### config.mk
export PLATFORM = sky130hd
export DESIGN_NAME = cola_dispense
export DESIGN_NICKNAME = d
export VERILOG_FILES = /design/src/rtl/cola_pkg.sv /design/src/rtl/sync_rise.sv /design/src/rtl/cola_dispense.sv
export SDC_FILE = /design/constraint.sdc
export NUM_CORES = 1
export LEC_CHECK = 0
export BUFFER_PORTS_ARGS = -buffer_cell sky130_fd_sc_hd__buf_2
export CAP_MARGIN = 20
export CELL_PAD_IN_SITES_DETAIL_PLACEMENT = 1
export CELL_PAD_IN_SITES_GLOBAL_PLACEMENT = 1
export CORE_MARGIN = 2
export CORE_UTILIZATION = 45
export CTS_CLUSTER_SIZE = 14
export DETAILED_ROUTE_END_ITERATION = 10
export PLACE_DENSITY = 0.78
export SLEW_MARGIN = 10
export SYNTH_ARGS = -nofsm -noshare
export SYNTH_HDL_FRONTEND = slang
export SYNTH_SLANG_ARGS = --single-unit
### constraint.sdc
create_clock -name sys_clk -period 3.4 [get_ports sys_clk]
set_clock_uncertainty 0.1 [all_clocks]
set_input_delay 0.51 -clock sys_clk [delete_from_list [all_inputs] [get_ports sys_clk]]
set_output_delay 0.51 -clock sys_clk [all_outputs]
set_load 0.02 [all_outputs]
### src/rtl/cola_pkg.sv
// Shared definitions for the cola dispenser: state encoding and default timing/queue constants.
package cola_pkg;

   typedef enum logic [1:0] {
      IDLE      = 2'd0,
      MOTOR     = 2'd1,
      WAIT_DROP = 2'd2,
      ERR       = 2'd3
   } state_e;

   localparam int MOTOR_CYC_DEF   = 50;
   localparam int TIMEOUT_CYC_DEF = 1000;
   localparam int PEND_MAX_DEF    = 7;

   function automatic int max2(input int a, input int b);
      return (a > b) ? a : b;
   endfunction

endpackage

### src/rtl/sync_rise.sv
// Two-flop synchronizer for an asynchronous level, followed by a one-cycle rising-edge pulse.
module sync_rise (
   input  logic sys_clk,
   input  logic sys_rst,
   input  logic async_i,
   output logic rise_o
);

   logic meta_q;
   logic sync_q;
   logic prev_q;

   always_ff @(posedge sys_clk or posedge sys_rst) begin
      if (sys_rst) begin
         meta_q <= 1'b0;
         sync_q <= 1'b0;
         prev_q <= 1'b0;
      end else begin
         meta_q <= async_i;
         sync_q <= meta_q;
         prev_q <= sync_q;
      end
   end

   assign rise_o = sync_q & ~prev_q;

endmodule

### src/rtl/cola_dispense.sv
// Cola dispenser controller: queues vend requests, runs the motor, waits for the can-drop
// sensor and parks in ERR on a missing drop until cleared. po_state mirrors the FSM state.
module cola_dispense
   import cola_pkg::*;
#(
   parameter int MOTOR_CYC   = MOTOR_CYC_DEF,
   parameter int TIMEOUT_CYC = TIMEOUT_CYC_DEF,
   parameter int PEND_MAX    = PEND_MAX_DEF
) (
   input  logic       sys_clk,
   input  logic       sys_rst,
   input  logic       pi_vend,
   input  logic       pi_drop_sensor,
   input  logic       pi_err_clr,
   output logic       po_motor,
   output logic       po_done,
   output logic       po_lost,
   output logic       po_err,
   output logic [3:0] po_pend,
   output logic [1:0] po_state
);

   localparam int TMR_MAX = max2(MOTOR_CYC, TIMEOUT_CYC);
   localparam int TW      = $clog2(TMR_MAX + 1);

   localparam logic [TW-1:0] MOTOR_LAST   = TW'(MOTOR_CYC - 1);
   localparam logic [TW-1:0] TIMEOUT_LAST = TW'(TIMEOUT_CYC - 1);
   localparam logic [3:0]    PEND_LIM     = 4'(PEND_MAX);

   state_e        state_q, state_d;
   logic [TW-1:0] timer_q, timer_d;
   logic [3:0]    pend_q, pend_d;
   logic          motor_q, motor_d;
   logic          done_q, done_d;
   logic          lost_q, lost_d;
   logic          err_q, err_d;
   logic          start;
   logic          drop_rise;

   sync_rise u_sync_rise (
      .sys_clk (sys_clk),
      .sys_rst (sys_rst),
      .async_i (pi_drop_sensor),
      .rise_o  (drop_rise)
   );

   always_comb begin
      state_d = state_q;
      done_d  = 1'b0;
      start   = 1'b0;
      case (state_q)
         IDLE: begin
            if (pend_q != 4'd0) begin
               state_d = MOTOR;
               start   = 1'b1;
            end
         end
         MOTOR: begin
            if (timer_q == MOTOR_LAST) state_d = WAIT_DROP;
         end
         WAIT_DROP: begin
            // The drop edge is checked first so it wins over a same-cycle timeout.
            if (drop_rise) begin
               state_d = IDLE;
               done_d  = 1'b1;
            end else if (timer_q == TIMEOUT_LAST) begin
               state_d = ERR;
            end
         end
         ERR: begin
            if (pi_err_clr) state_d = IDLE;
         end
         default: state_d = IDLE;
      endcase
   end

   always_comb begin
      timer_d = '0;
      if (state_d == state_q && (state_q == MOTOR || state_q == WAIT_DROP)) begin
         timer_d = timer_q + 1'b1;
      end
   end

   always_comb begin
      pend_d = pend_q;
      lost_d = 1'b0;
      if (pi_vend && !start) begin
         if (pend_q == PEND_LIM) lost_d = 1'b1;
         else                    pend_d = pend_q + 4'd1;
      end else if (!pi_vend && start) begin
         pend_d = pend_q - 4'd1;
      end
   end

   // Outputs are registered from next-state so they line up with the state they describe.
   always_comb begin
      motor_d = (state_d == MOTOR);
      err_d   = (state_d == ERR);
   end

   always_ff @(posedge sys_clk or posedge sys_rst) begin
      if (sys_rst) begin
         state_q <= IDLE;
         timer_q <= '0;
         pend_q  <= 4'd0;
         motor_q <= 1'b0;
         done_q  <= 1'b0;
         lost_q  <= 1'b0;
         err_q   <= 1'b0;
      end else begin
         state_q <= state_d;
         timer_q <= timer_d;
         pend_q  <= pend_d;
         motor_q <= motor_d;
         done_q  <= done_d;
         lost_q  <= lost_d;
         err_q   <= err_d;
      end
   end

   assign po_motor = motor_q;
   assign po_done  = done_q;
   assign po_lost  = lost_q;
   assign po_err   = err_q;
   assign po_pend  = pend_q;
   assign po_state = state_q;

endmodule

==> results of run 1 <==
power groups by stage:
stage	registers [uW]	logic, uW	clock network (uW)
2_1_floorplan	446	358	0
4_1_cts	413	505	130
5_1_grt	424	559	145
3_5_place_dp	418	500	0
6_report	411	494	128
3_3_place_gp	414	486	0
stage by stage:
step / setup slack, ns / power (uW) / utilization (%) / instances
finish: 0.623 / 1030 / 51.7 / 171
global route: 0.319 / 1130 / 51.7 / 171
CTS: 0.593 / 1050 / 51.7 / 171
detailed placement: 0.605 / 918 / 50.7 / 167
global placement: 0.784 / 899 / 50.7 / 167
floorplan: 0.848 / 803 / - / 125
synth_stat cells, types with 2 or more instances:
cell type | instances | area share [%]
a211o_1 | 2 | 1.3
dfrtp_1 | 23 | 44
nand3_1 | 5 | 1.9
xnor2_1 | 5 | 3.3
nand2b_1 | 2 | 0.95
mux2_2 | 2 | 1.7
nand2_1 | 6 | 1.7
inv_1 | 8 | 2.3
nor3_1 | 15 | 5.7
nor2_1 | 8 | 2.3
nand4_1 | 4 | 1.9
a21o_1 | 2 | 1.1
ha_1 | 8 | 7.6
nor4b_1 | 2 | 1.3
nand3b_1 | 2 | 1.1
xor2_1 | 6 | 4.0
cells by family (layout without fill, tap and decap cells):
logic type,Yosys count,in the layout
buf+inv,11,26
compound gates,17,17
flops,23,23
mux,2,2
simple gates,52,52
xor+xnor,11,11
fa+ha+maj,9,9
worst reg2reg max path, cell delays in order (launching register included):
cell and delay (ns):
dfrtp_1 0.50, inv_1 0.20, ha_1 0.52, nand2_1 0.14, nand2_1 0.17, ha_1 0.25
a21o_1 0.17, a21o_1 0.20, nor2_1 0.10, nand2_1 0.06, a32o_1 0.26
how the worst max path moves through the flow:
stage | startpoint | endpoint | cells past startpoint
2_1_floorplan | po_state[1]$_DFF_PP0_ | po_pend[3]$_DFFE_PP0P_ | 11
3_3_place_gp | po_state[1]$_DFF_PP0_ | po_pend[3]$_DFFE_PP0P_ | 10
3_5_place_dp | po_state[1]$_DFF_PP0_ | po_pend[3]$_DFFE_PP0P_ | 10
4_1_cts | po_state[1]$_DFF_PP0_ | po_pend[3]$_DFFE_PP0P_ | 10
5_1_grt | po_state[1]$_DFF_PP0_ | po_pend[3]$_DFFE_PP0P_ | 10
6_report | po_state[1]$_DFF_PP0_ | po_pend[3]$_DFFE_PP0P_ | 10
final cells by class:
class	count	area share, %
Multi-Input combinational cell	91	48.5
Timing Repair Buffer	14	4.87
Sequential cell	23	40.0
Clock buffer	4	1.83
Inverter	8	2.09
Tap cell	31	2.70
layer usage:
layer / GRT usage, % / share of wire, %
met1: 25.8 / 45
met4: 6.64 / 2.1
met2: 33.3 / 50
met3: 3.79 / 3.0
met5: 0 / 0
sequential cells by signal, indices dropped and copies added (netlist names):
signal	flops
timer_q	10
u_sync_rise.sync_q	1
po_state	2
po_pend	4
u_sync_rise.prev_q	1
po_motor	1
po_done	1
po_lost	1
u_sync_rise.meta_q	1
po_err	1
==> flow_metrics.env, run 1 <==
export IMPL_seqPwrFrac_pct=39.8
export IMPL_max_clock_path_buffers=2
export IMPL_antenna_found_initial=0
export IMPL_synth_edf_count=0
export IMPL_htree_levels=1
export IMPL_grt_pass1_wl_um=5210
export IMPL_slew_violations=0
export IMPL_crit_reg2reg_launch="po_state[1]$_DFF_PP0_"
export IMPL_antenna_cells=0
export IMPL_peakVddDrop_mv=0.508
export IMPL_crit_chain="inv_1 > ha_1 > nand2_1 > nand2_1 > ha_1 > a21o_1 > a21o_1 > nor2_1 > nand2_1 > a32o_1"
export IMPL_startpoint_type="flip-flop"
export IMPL_multi_input_area_um2=697
export IMPL_num_rows=19
export IMPL_io_pin_count=15
export IMPL_r2r_slack_ns=0.62
export IMPL_final_layout_size_suffix_gt1_share_pct=17.1
export IMPL_viasPerCell=5.99
export IMPL_num_vias=1024
export IMPL_place_gp_congestion=0.801
export IMPL_synthArstFlopShare_pct=100
export IMPL_cts_tree="built"
export IMPL_critPathArrivalTime_ns=2.89
export IMPL_drt_wirelength_per_cell_um=16.0
export IMPL_placed_cell_area_mm2=0.00141
export IMPL_critPathBufInv=1
export IMPL_worst_setup_path_type="flip-flop to flip-flop"
export IMPL_required_ns=3.51
export IMPL_synthMuxAreaShare_pct=1.70
export IMPL_cp_top_family="adder cells"
export IMPL_syn_nets=139
export IMPL_worstHoldPathType="input pin to flip-flop"
export IMPL_stdcell_area_mm2=0.00144
export IMPL_dr_pass1_iters=4
export IMPL_setup_tns_ns=0
export IMPL_grt_pass1_vias=1130
export IMPL_synth_top_family_by_area="simple AND/OR/NAND/NOR gates"
export IMPL_finalCriticalPeriod_ns=2.78
export IMPL_clock_sinks=23
export IMPL_hold_end="u_sync_rise.meta_q$_DFF_PP0_"
export IMPL_grt_overflow_total=0
export IMPL_maxCapViolations=0
export IMPL_die_x_um=58.2
export IMPL_synth_fa_ha_area_share_pct=9.08
export IMPL_route_detailed_drc=0
export IMPL_die_area_mm2=0.00339
export IMPL_layout_commonest_cell="dfrtp_1"
export IMPL_drt_antenna_violating_nets=0
export IMPL_timing_fmax_mhz=360
export IMPL_holdPathStages=1
export IMPL_cts_resized=0
export IMPL_grt_max_degree=24
export IMPL_setup_viol=0
export IMPL_ys_seq_area_share_pct=43.5
export IMPL_synth_flop_cell="dfrtp_1"
export IMPL_swShare_pct=43.8
export IMPL_initial_utilization_pct=47.5
export IMPL_avgSynthCellArea_um2=10.6
export IMPL_hp_start="pi_drop_sensor"
export IMPL_path_common_cell="nand2_1"
export IMPL_dpl_hpwl_um=2100
export IMPL_coreArea_mm2=0.00278
export IMPL_switchingPower_uw=452
export IMPL_setup_worst_path_end_class="flip-flop"
export IMPL_fin_crit_sh_pct=81.7
export IMPL_power_frac_comb_pct=47.9
export IMPL_p_leak_uw=0.000633
export IMPL_n_fill_cell=319
export IMPL_holdWs_ns=0.194
export IMPL_r2r_cells=10
export IMPL_synth_cell_types=41
export IMPL_slowest_stage="ha_1"
export IMPL_port_buffers=14
export IMPL_rsz0062_at_grt="no"
export IMPL_slowest_delay_ns=0.52
export IMPL_internal_power_uw=581
export IMPL_cts_setup_buffers=0
export IMPL_synth_simple_area_share_pct=22.8
export IMPL_wirelength_um=2730
export IMPL_root_buffer="clkbuf_4"
export IMPL_final_cell_mix="23 x dfrtp_1, 15 x nor3_1, 14 x buf_2"
export IMPL_grtUsageTotal_pct=19.9
export IMPL_clk_pin_slew_ns=0.12
export IMPL_synth_compound_area_share_pct=11.8
export IMPL_synthToLayoutAreaGrowth_pct=8.70
export IMPL_die_y_um=58.2
export IMPL_seqCellArea_um2=576
export IMPL_p_clk_share_pct=12.4
export IMPL_ys_seq_elements=23
export IMPL_outcome="complete, no violations"
export IMPL_synth_xor_area_share_pct=7.28
export IMPL_synth_area_mm2=0.00132
export IMPL_numCtsBuffers=3
export IMPL_synth_warnings=0
export IMPL_power_density_mw_per_mm2=719
export IMPL_crit_path_max_fanout=12
export IMPL_holdBufCountCts=0
export IMPL_insertion_delay_ns=0.32
export IMPL_worstMarginPinSlew_ns=0.869
export IMPL_slew_headroom_pct=42.0
export IMPL_drt_initial_drc_count=28
export IMPL_hold_viol_final=0
export IMPL_nets=155
export IMPL_synth_cells=125
export IMPL_timing_rr_end="po_pend[3]$_DFFE_PP0P_"
No activity file was read; power rests on OpenSTA's default activity.
==> inputs of run 2 (changes only) <==
--- a/config.mk
+++ b/config.mk
@@ -5,15 +5,16 @@
 export SDC_FILE = /design/constraint.sdc
 export NUM_CORES = 1
 export LEC_CHECK = 0
+export ABC_AREA = 1
 export BUFFER_PORTS_ARGS = -buffer_cell sky130_fd_sc_hd__buf_2
 export CAP_MARGIN = 20
 export CELL_PAD_IN_SITES_DETAIL_PLACEMENT = 1
 export CELL_PAD_IN_SITES_GLOBAL_PLACEMENT = 1
 export CORE_MARGIN = 2
-export CORE_UTILIZATION = 45
+export CORE_UTILIZATION = 44
 export CTS_CLUSTER_SIZE = 14
 export DETAILED_ROUTE_END_ITERATION = 10
-export PLACE_DENSITY = 0.78
+export PLACE_DENSITY = 0.77
 export SLEW_MARGIN = 10
 export SYNTH_ARGS = -nofsm -noshare
 export SYNTH_HDL_FRONTEND = slang
==> constraint.sdc (replaced) <==
create_clock -name sys_clk -period 2.6 [get_ports sys_clk]
set_clock_uncertainty 0.1 [all_clocks]
set_input_delay 0.39 -clock sys_clk [delete_from_list [all_inputs] [get_ports sys_clk]]
set_output_delay 0.39 -clock sys_clk [all_outputs]
set_load 0.02 [all_outputs]
==> flow_metrics.env, run 2 <==
export IMPL_crit_chain="inv_1 > ha_1 > nand2_2 > nand2_1 > ha_1 > a21oi_1 > nand2_1 > nand2_1 > nand3_1 > xor2_1"
export IMPL_synth_fa_ha_area_share_pct=8.92
export IMPL_seqPwrFrac_pct=36.1
export IMPL_met3_usage_pct=3.93
export IMPL_place_gp_congestion=0.752
export IMPL_wirelength_um=2860
export IMPL_hold_viol_final=0
export IMPL_worstHoldPathType="input pin to flip-flop"
export IMPL_num_vias=996
export IMPL_synth_warnings=0
export IMPL_port_buffers=14
export IMPL_final_cell_mix="22 x dfrtp_1, 14 x buf_2, 13 x inv_1, 13 x nand2_1, 11 x nor2_1"
export IMPL_ys_seq_elements=23
export IMPL_drt_wirelength_per_cell_um=15.3
export IMPL_stdcell_count=187
export IMPL_synthMuxAreaShare_pct=0.836
export IMPL_ys_seq_area_share_pct=42.8
export IMPL_worstMarginPinSlew_ns=0.842
export IMPL_timing_fmax_mhz=426
export IMPL_crit_path_max_fanout=5
export IMPL_root_buffer="clkbuf_4"
export IMPL_outcome="complete, no violations"
export IMPL_clock_sinks=23
export IMPL_holdBufCountCts=0
export IMPL_die_y_um=59.3
export IMPL_max_clock_path_buffers=2
export IMPL_power_density_mw_per_mm2=935
export IMPL_nets=169
export IMPL_initial_utilization_pct=45.2
export IMPL_synthArstFlopShare_pct=100
export IMPL_worst_setup_path_type="flip-flop to flip-flop"
export IMPL_slowest_delay_ns=0.46
export IMPL_critPathBufInv=1
export IMPL_route_detailed_drc=0
export IMPL_p_leak_uw=0.000672
export IMPL_grt_pass1_vias=1097
export IMPL_finalCriticalPeriod_ns=2.34
export IMPL_internal_power_uw=732
export IMPL_viasPerCell=5.33
export IMPL_path_common_cell="nand2_1"
export IMPL_cts_tree="built"
export IMPL_required_ns=2.72
export IMPL_dpl_hpwl_um=2250
export IMPL_grt_use_met2_pct=32.7
export IMPL_numCtsBuffers=3
export IMPL_maxCapViolations=0
export IMPL_synth_cell_types=26
export IMPL_synth_xor_area_share_pct=7.16
export IMPL_setup_viol=0
export IMPL_slowest_stage="dfrtp_1"
export IMPL_regMostFlops="timer_q"
export IMPL_syn_nets=149
export IMPL_startpoint_type="flip-flop"
export IMPL_layout_commonest_cell="dfrtp_1"
export IMPL_antenna_cells=0
export IMPL_power_frac_comb_pct=51.4
export IMPL_coreArea_mm2=0.00298
export IMPL_use_met1_pct=22.7
export IMPL_drt_antenna_violating_nets=0
export IMPL_synth_cells=135
export IMPL_yosys_top_cells_area="dfrtp_1 43%, ha_1 7.4%, nor3_2 7.4%"
export IMPL_yosys_area_top_type="dfrtp_1"
export IMPL_synth_top_cell_area_share_pct=42.8
export IMPL_num_rows=20
export IMPL_rsz0062_at_grt="no"
export IMPL_p_clk_share_pct=12.5
export IMPL_setup_tns_ns=0
export IMPL_avgSynthCellArea_um2=9.97
export IMPL_drt_initial_drc_count=36
export IMPL_die_x_um=59.3
export IMPL_synth_top_family_by_area="simple AND/OR/NAND/NOR gates"
export IMPL_grt_pass1_wl_um=5000
export IMPL_grtUsageTotal_pct=19.3
export IMPL_setup_worst_path_end_class="flip-flop"
export IMPL_fin_crit_sh_pct=90.2
export IMPL_switchingPower_uw=666
export IMPL_grt_max_degree=24
export IMPL_peakVddDrop_mv=0.450
export IMPL_largest_reg_flops=10
export IMPL_grt_overflow_total=0
export IMPL_htree_levels=1
export IMPL_slew_headroom_pct=43.8
export IMPL_dr_pass1_iters=4
export IMPL_die_area_mm2=0.00352
export IMPL_critPathArrivalTime_ns=2.46
export IMPL_synth_area_mm2=0.00135
export IMPL_synth_edf_count=0
export IMPL_io_pin_count=15
export IMPL_synthToLayoutAreaGrowth_pct=11.1
export IMPL_dp_cells=182
export IMPL_synth_most_common_cell="dfrtp_1"
export IMPL_synth_commonest_cells="23 x dfrtp_1, 14 x nand2_1, 13 x inv_1"
export IMPL_final_layout_size_suffix_gt1_share_pct=35.7
export IMPL_top_usage_layer="met2"
export IMPL_synth_flop_cell="dfrtp_1"
export IMPL_slew_violations=0
export IMPL_synth_compound_area_share_pct=4.18
export IMPL_insertion_delay_ns=0.32
export IMPL_swShare_pct=47.6
export IMPL_clk_pin_slew_ns=0.13
export IMPL_antenna_found_initial=0
export IMPL_synth_simple_area_share_pct=31.7
export IMPL_cp_top_family="adder cells"
[run 2: changes by cell type after synthesis, moves of 3 or more]
cell | previous run | this run
inv_1 | 8 | 13
nand2_1 | 6 | 14
nand2_2 | 0 | 5
nand3_1 | 5 | 9
nand3_2 | 0 | 7
nor2_1 | 8 | 11
nor2_2 | 0 | 4
nor3_1 | 15 | 0
nor3_2 | 0 | 10
o21ai_2 | 0 | 3
[run 2: metrics by stage]
stage / cell area (um^2) / power (uW) / worst slack (ns) / hold slack (ns) / utilization (%)
3_3_place_gp: 1460 / 1190 / 0.377 / 0.235 / 48.9
5_1_grt: 1500 / 1510 / 0.0296 / 0.0362 / 50.2
4_1_cts: 1480 / 1420 / 0.137 / 0.0530 / 49.8
2_1_floorplan: 1350 / 1040 / 0.353 / 0.231 / -
6_report: 1500 / 1400 / 0.255 / 0.0640 / 50.2
3_5_place_dp: 1460 / 1240 / 0.161 / 0.243 / 48.9
[run 2: power by group through the flow]
| stage | registers (uW) | clock network (uW) | logic (uW) |
|---|---|---|---|
| after global placement | 507 | 0 | 680 |
| final | 504 | 175 | 719 |
| after global routing | 520 | 193 | 799 |
| after detailed placement | 512 | 0 | 726 |
| after CTS | 505 | 182 | 731 |
| after floorplan | 559 | 0 | 477 |
[run 2: path summary, 6_finish.rpt]
path                                                 to  cells past startpoint                          from  slack [ns]
max in group asynchronous         po_state[0]$_DFF_PP0_                      2                       sys_rst        1.72
setup / recovery                 po_pend[3]$_DFFE_PP0P_                     10         po_state[1]$_DFF_PP0_        0.26
min in group asynchronous             po_lost$_DFF_PP0_                      2                       sys_rst        0.12
hold reg to reg            u_sync_rise.sync_q$_DFF_PP0_                      0  u_sync_rise.meta_q$_DFF_PP0_        0.27
setup reg to reg                 po_pend[3]$_DFFE_PP0P_                     10         po_state[1]$_DFF_PP0_        0.26
hold / removal             u_sync_rise.meta_q$_DFF_PP0_                      1                pi_drop_sensor        0.06
[run 2: cell type report]
| type | instances | area [um^2] |
|---|---|---|
| clock buffers | 4 | 26.3 |
| well taps | 33 | 41.3 |
| fillers | 364 | 1480 |
| flip-flops and latches | 23 | 577 |
| repair buffers | 15 | 77.6 |
| inverters | 16 | 60.1 |
| multi-input cells | 96 | 713 |
[run 2: worst register-to-register path, delay by kind of cell, from the launching register on]
family | cells | cell delay, ns
flops | 1 | 0.46
simple gates | 5 | 0.54
buf+inv | 1 | 0.16
compound gates | 1 | 0.20
fa+ha+maj | 2 | 0.61
xor+xnor | 1 | 0.17
[run 2: cells by family (layout without fill, tap and decap cells)]
family | Yosys count | count (layout)
xor gates and xnor gates | 11 | 11
adders and majority gates | 9 | 9
buffers and inverters | 16 | 35
AOI/OAI and AO/OA | 8 | 8
DFF | 23 | 23
muxes | 1 | 1
and+or+nand+nor | 67 | 67
[run 2: what timing repair did]
action	4_1_cts	5_1_grt
endpoints found under the setup margin	0	1
buffers inserted	0	1
gates resized for setup	0	2
[run 2: routing by layer]
layer  vias up  routed length (um)
met2        18                1520
met3        10                  83
li1        480                   -
met5         -                   0
met4         0                  72
met1       488                1180
==> inputs of run 3 (changes only) <==
--- a/config.mk
+++ b/config.mk
@@ -11,10 +11,10 @@
 export CELL_PAD_IN_SITES_DETAIL_PLACEMENT = 1
 export CELL_PAD_IN_SITES_GLOBAL_PLACEMENT = 1
 export CORE_MARGIN = 2
-export CORE_UTILIZATION = 44
+export CORE_UTILIZATION = 28
 export CTS_CLUSTER_SIZE = 14
 export DETAILED_ROUTE_END_ITERATION = 10
-export PLACE_DENSITY = 0.77
+export PLACE_DENSITY = 0.53
 export SLEW_MARGIN = 10
 export SYNTH_ARGS = -nofsm -noshare
 export SYNTH_HDL_FRONTEND = slang
==> flow_metrics.env, run 3 (synthesis gave the netlist of run 2 again) <==
export IMPL_crit_path_max_fanout=7
export IMPL_largest_reg_flops=10
export IMPL_clk_pin_slew_ns=0.08
export IMPL_stdcell_count=207
export IMPL_swShare_pct=45.7
export IMPL_regMostFlops="timer_q"
export IMPL_startpoint="po_state[0]$_DFF_PP0_"
export IMPL_viasPerCell=4.64
export IMPL_r2r_slack_ns=0.23
export IMPL_setup_worst_path_end_class="flip-flop"
export IMPL_drt_initial_drc_count=22
export IMPL_nets=168
export IMPL_p_leak_uw=0.000678
export IMPL_antenna_cells=0
export IMPL_slew_violations=0
export IMPL_startpoint_type="flip-flop"
export IMPL_n_fill_cell=541
export IMPL_holdBufCountCts=0
export IMPL_holdPathStages=1
export IMPL_holdWs_ns=0.123
export IMPL_timing_fmax_mhz=423
export IMPL_max_clock_path_buffers=2
export IMPL_worstMarginPinSlew_ns=0.893
export IMPL_final_util_pct=32.6
export IMPL_coreArea_mm2=0.00469
export IMPL_die_x_um=73.3
export IMPL_antenna_found_initial=0
export IMPL_insertion_delay_ns=0.27
export IMPL_peakVddDrop_mv=0.321
export IMPL_num_rows=25
export IMPL_grt_overflow_total=0
export IMPL_htree_levels=1
export IMPL_dp_cells=203
export IMPL_port_buffers=14
export IMPL_wirelength_um=2710
export IMPL_timing_rr_end="po_pend[3]$_DFFE_PP0P_"
export IMPL_power_frac_comb_pct=49.1
export IMPL_num_vias=960
export IMPL_initial_utilization_pct=28.7
export IMPL_cts_resized=0
export IMPL_final_layout_size_suffix_gt1_share_pct=34.6
export IMPL_power_uw=1430
export IMPL_die_area_mm2=0.00538
export IMPL_hold_viol_final=0
export IMPL_worst_setup_path_type="flip-flop to flip-flop"
export IMPL_grt_pass1_wl_um=4840
export IMPL_final_cell_mix="23 x dfrtp_1, 14 x nand2_1, 14 x buf_2"
export IMPL_crit_reg2reg_launch="po_state[0]$_DFF_PP0_"
export IMPL_seqPwrFrac_pct=35.1
export IMPL_required_ns=2.66
export IMPL_die_y_um=73.3
export IMPL_drt_wirelength_per_cell_um=13.1
export IMPL_dr_pass1_iters=3
export IMPL_cts_tree="built"
export IMPL_slew_headroom_pct=40.4
export IMPL_numCtsBuffers=3
export IMPL_p_clk_share_pct=15.9
export IMPL_outcome="complete, no violations"
export IMPL_cts_setup_buffers=0
export IMPL_layout_commonest_cell="dfrtp_1"
export IMPL_hold_end="u_sync_rise.meta_q$_DFF_PP0_"
export IMPL_grt_max_degree=24
export IMPL_rsz0062_at_grt="no"
export IMPL_setup_tns_ns=0
export IMPL_hp_start="pi_drop_sensor"
export IMPL_maxCapViolations=0
export IMPL_worstHoldPathType="input pin to flip-flop"
export IMPL_fin_crit_sh_pct=91.0
export IMPL_grt_pass1_vias=980
export IMPL_io_pin_count=15
export IMPL_grtUsageTotal_pct=11.7
export IMPL_drt_antenna_violating_nets=0
export IMPL_internal_power_uw=776
export IMPL_critPathArrivalTime_ns=2.42
export IMPL_finalCriticalPeriod_ns=2.37
export IMPL_switchingPower_uw=654
export IMPL_synthToLayoutAreaGrowth_pct=13.7
export IMPL_root_buffer="clkbuf_8"
export IMPL_place_gp_congestion=0.724
export IMPL_power_density_mw_per_mm2=935
export IMPL_setup_viol=0
export IMPL_r2r_cells=10
export IMPL_route_detailed_drc=0
export IMPL_dpl_hpwl_um=2120
export IMPL_clock_sinks=23
## run 3: worst max-delay path by stage
stage | to | slack, ns | cells after the start
floorplan | po_pend[3]$_DFFE_PP0P_ | 0.35 | 10
global placement | po_pend[3]$_DFFE_PP0P_ | 0.36 | 10
detailed placement | po_pend[3]$_DFFE_PP0P_ | 0.23 | 10
CTS | po_pend[3]$_DFFE_PP0P_ | 0.21 | 10
global route | po_pend[3]$_DFFE_PP0P_ | 0.006 | 10
finish | po_pend[3]$_DFFE_PP0P_ | 0.23 | 10
## run 3: worst max-delay path, cell delays in order, from the launching register on
cell     delay [ns]
dfrtp_1        0.49
inv_1          0.15
ha_1           0.26
nand2_1        0.14
nand2_1        0.15
ha_1           0.35
a21oi_1        0.21
nand2_1        0.09
nand2_1        0.08
nand3_1        0.09
xor2_1         0.16
## run 3: layout make-up
cell class / count / area [um^2] / area share [%]
Inverter: 16 / 60.1 / 3.92
Timing Repair Buffer: 14 / 70.1 / 4.58
Clock buffer: 3 / 41.3 / 2.70
Multi-Input combinational cell: 96 / 711 / 46.4
Sequential cell: 23 / 576 / 37.6
Tap cell: 54 / 67.6 / 4.42
Clock inverter: 1 / 5.00 / 0.327
## run 3: routing by layer
metal	wire length (um)	global-route usage, %	vias to the layer above
li1	-	-	481
met1	1300	16.6	463
met2	1310	17.9	12
met3	47	1.65	4
met4	48	4.85	0
met5	0	0	-
## run 3: power groups by stage
stage | clock (uW) | combinational [uW] | sequential, uW
finish | 227 | 702 | 502
global route | 254 | 796 | 520
CTS | 242 | 716 | 505
detailed placement | 0 | 710 | 512
global placement | 0 | 700 | 506
floorplan | 0 | 477 | 559
## run 3: per-stage QoR
stage / instance area [um^2] / setup WS, ns
final: 1530 / 0.234
after global routing: 1530 / 0.00584
after CTS: 1530 / 0.213
after detailed placement: 1480 / 0.231
after global placement: 1480 / 0.357
after floorplan: 1350 / 0.353
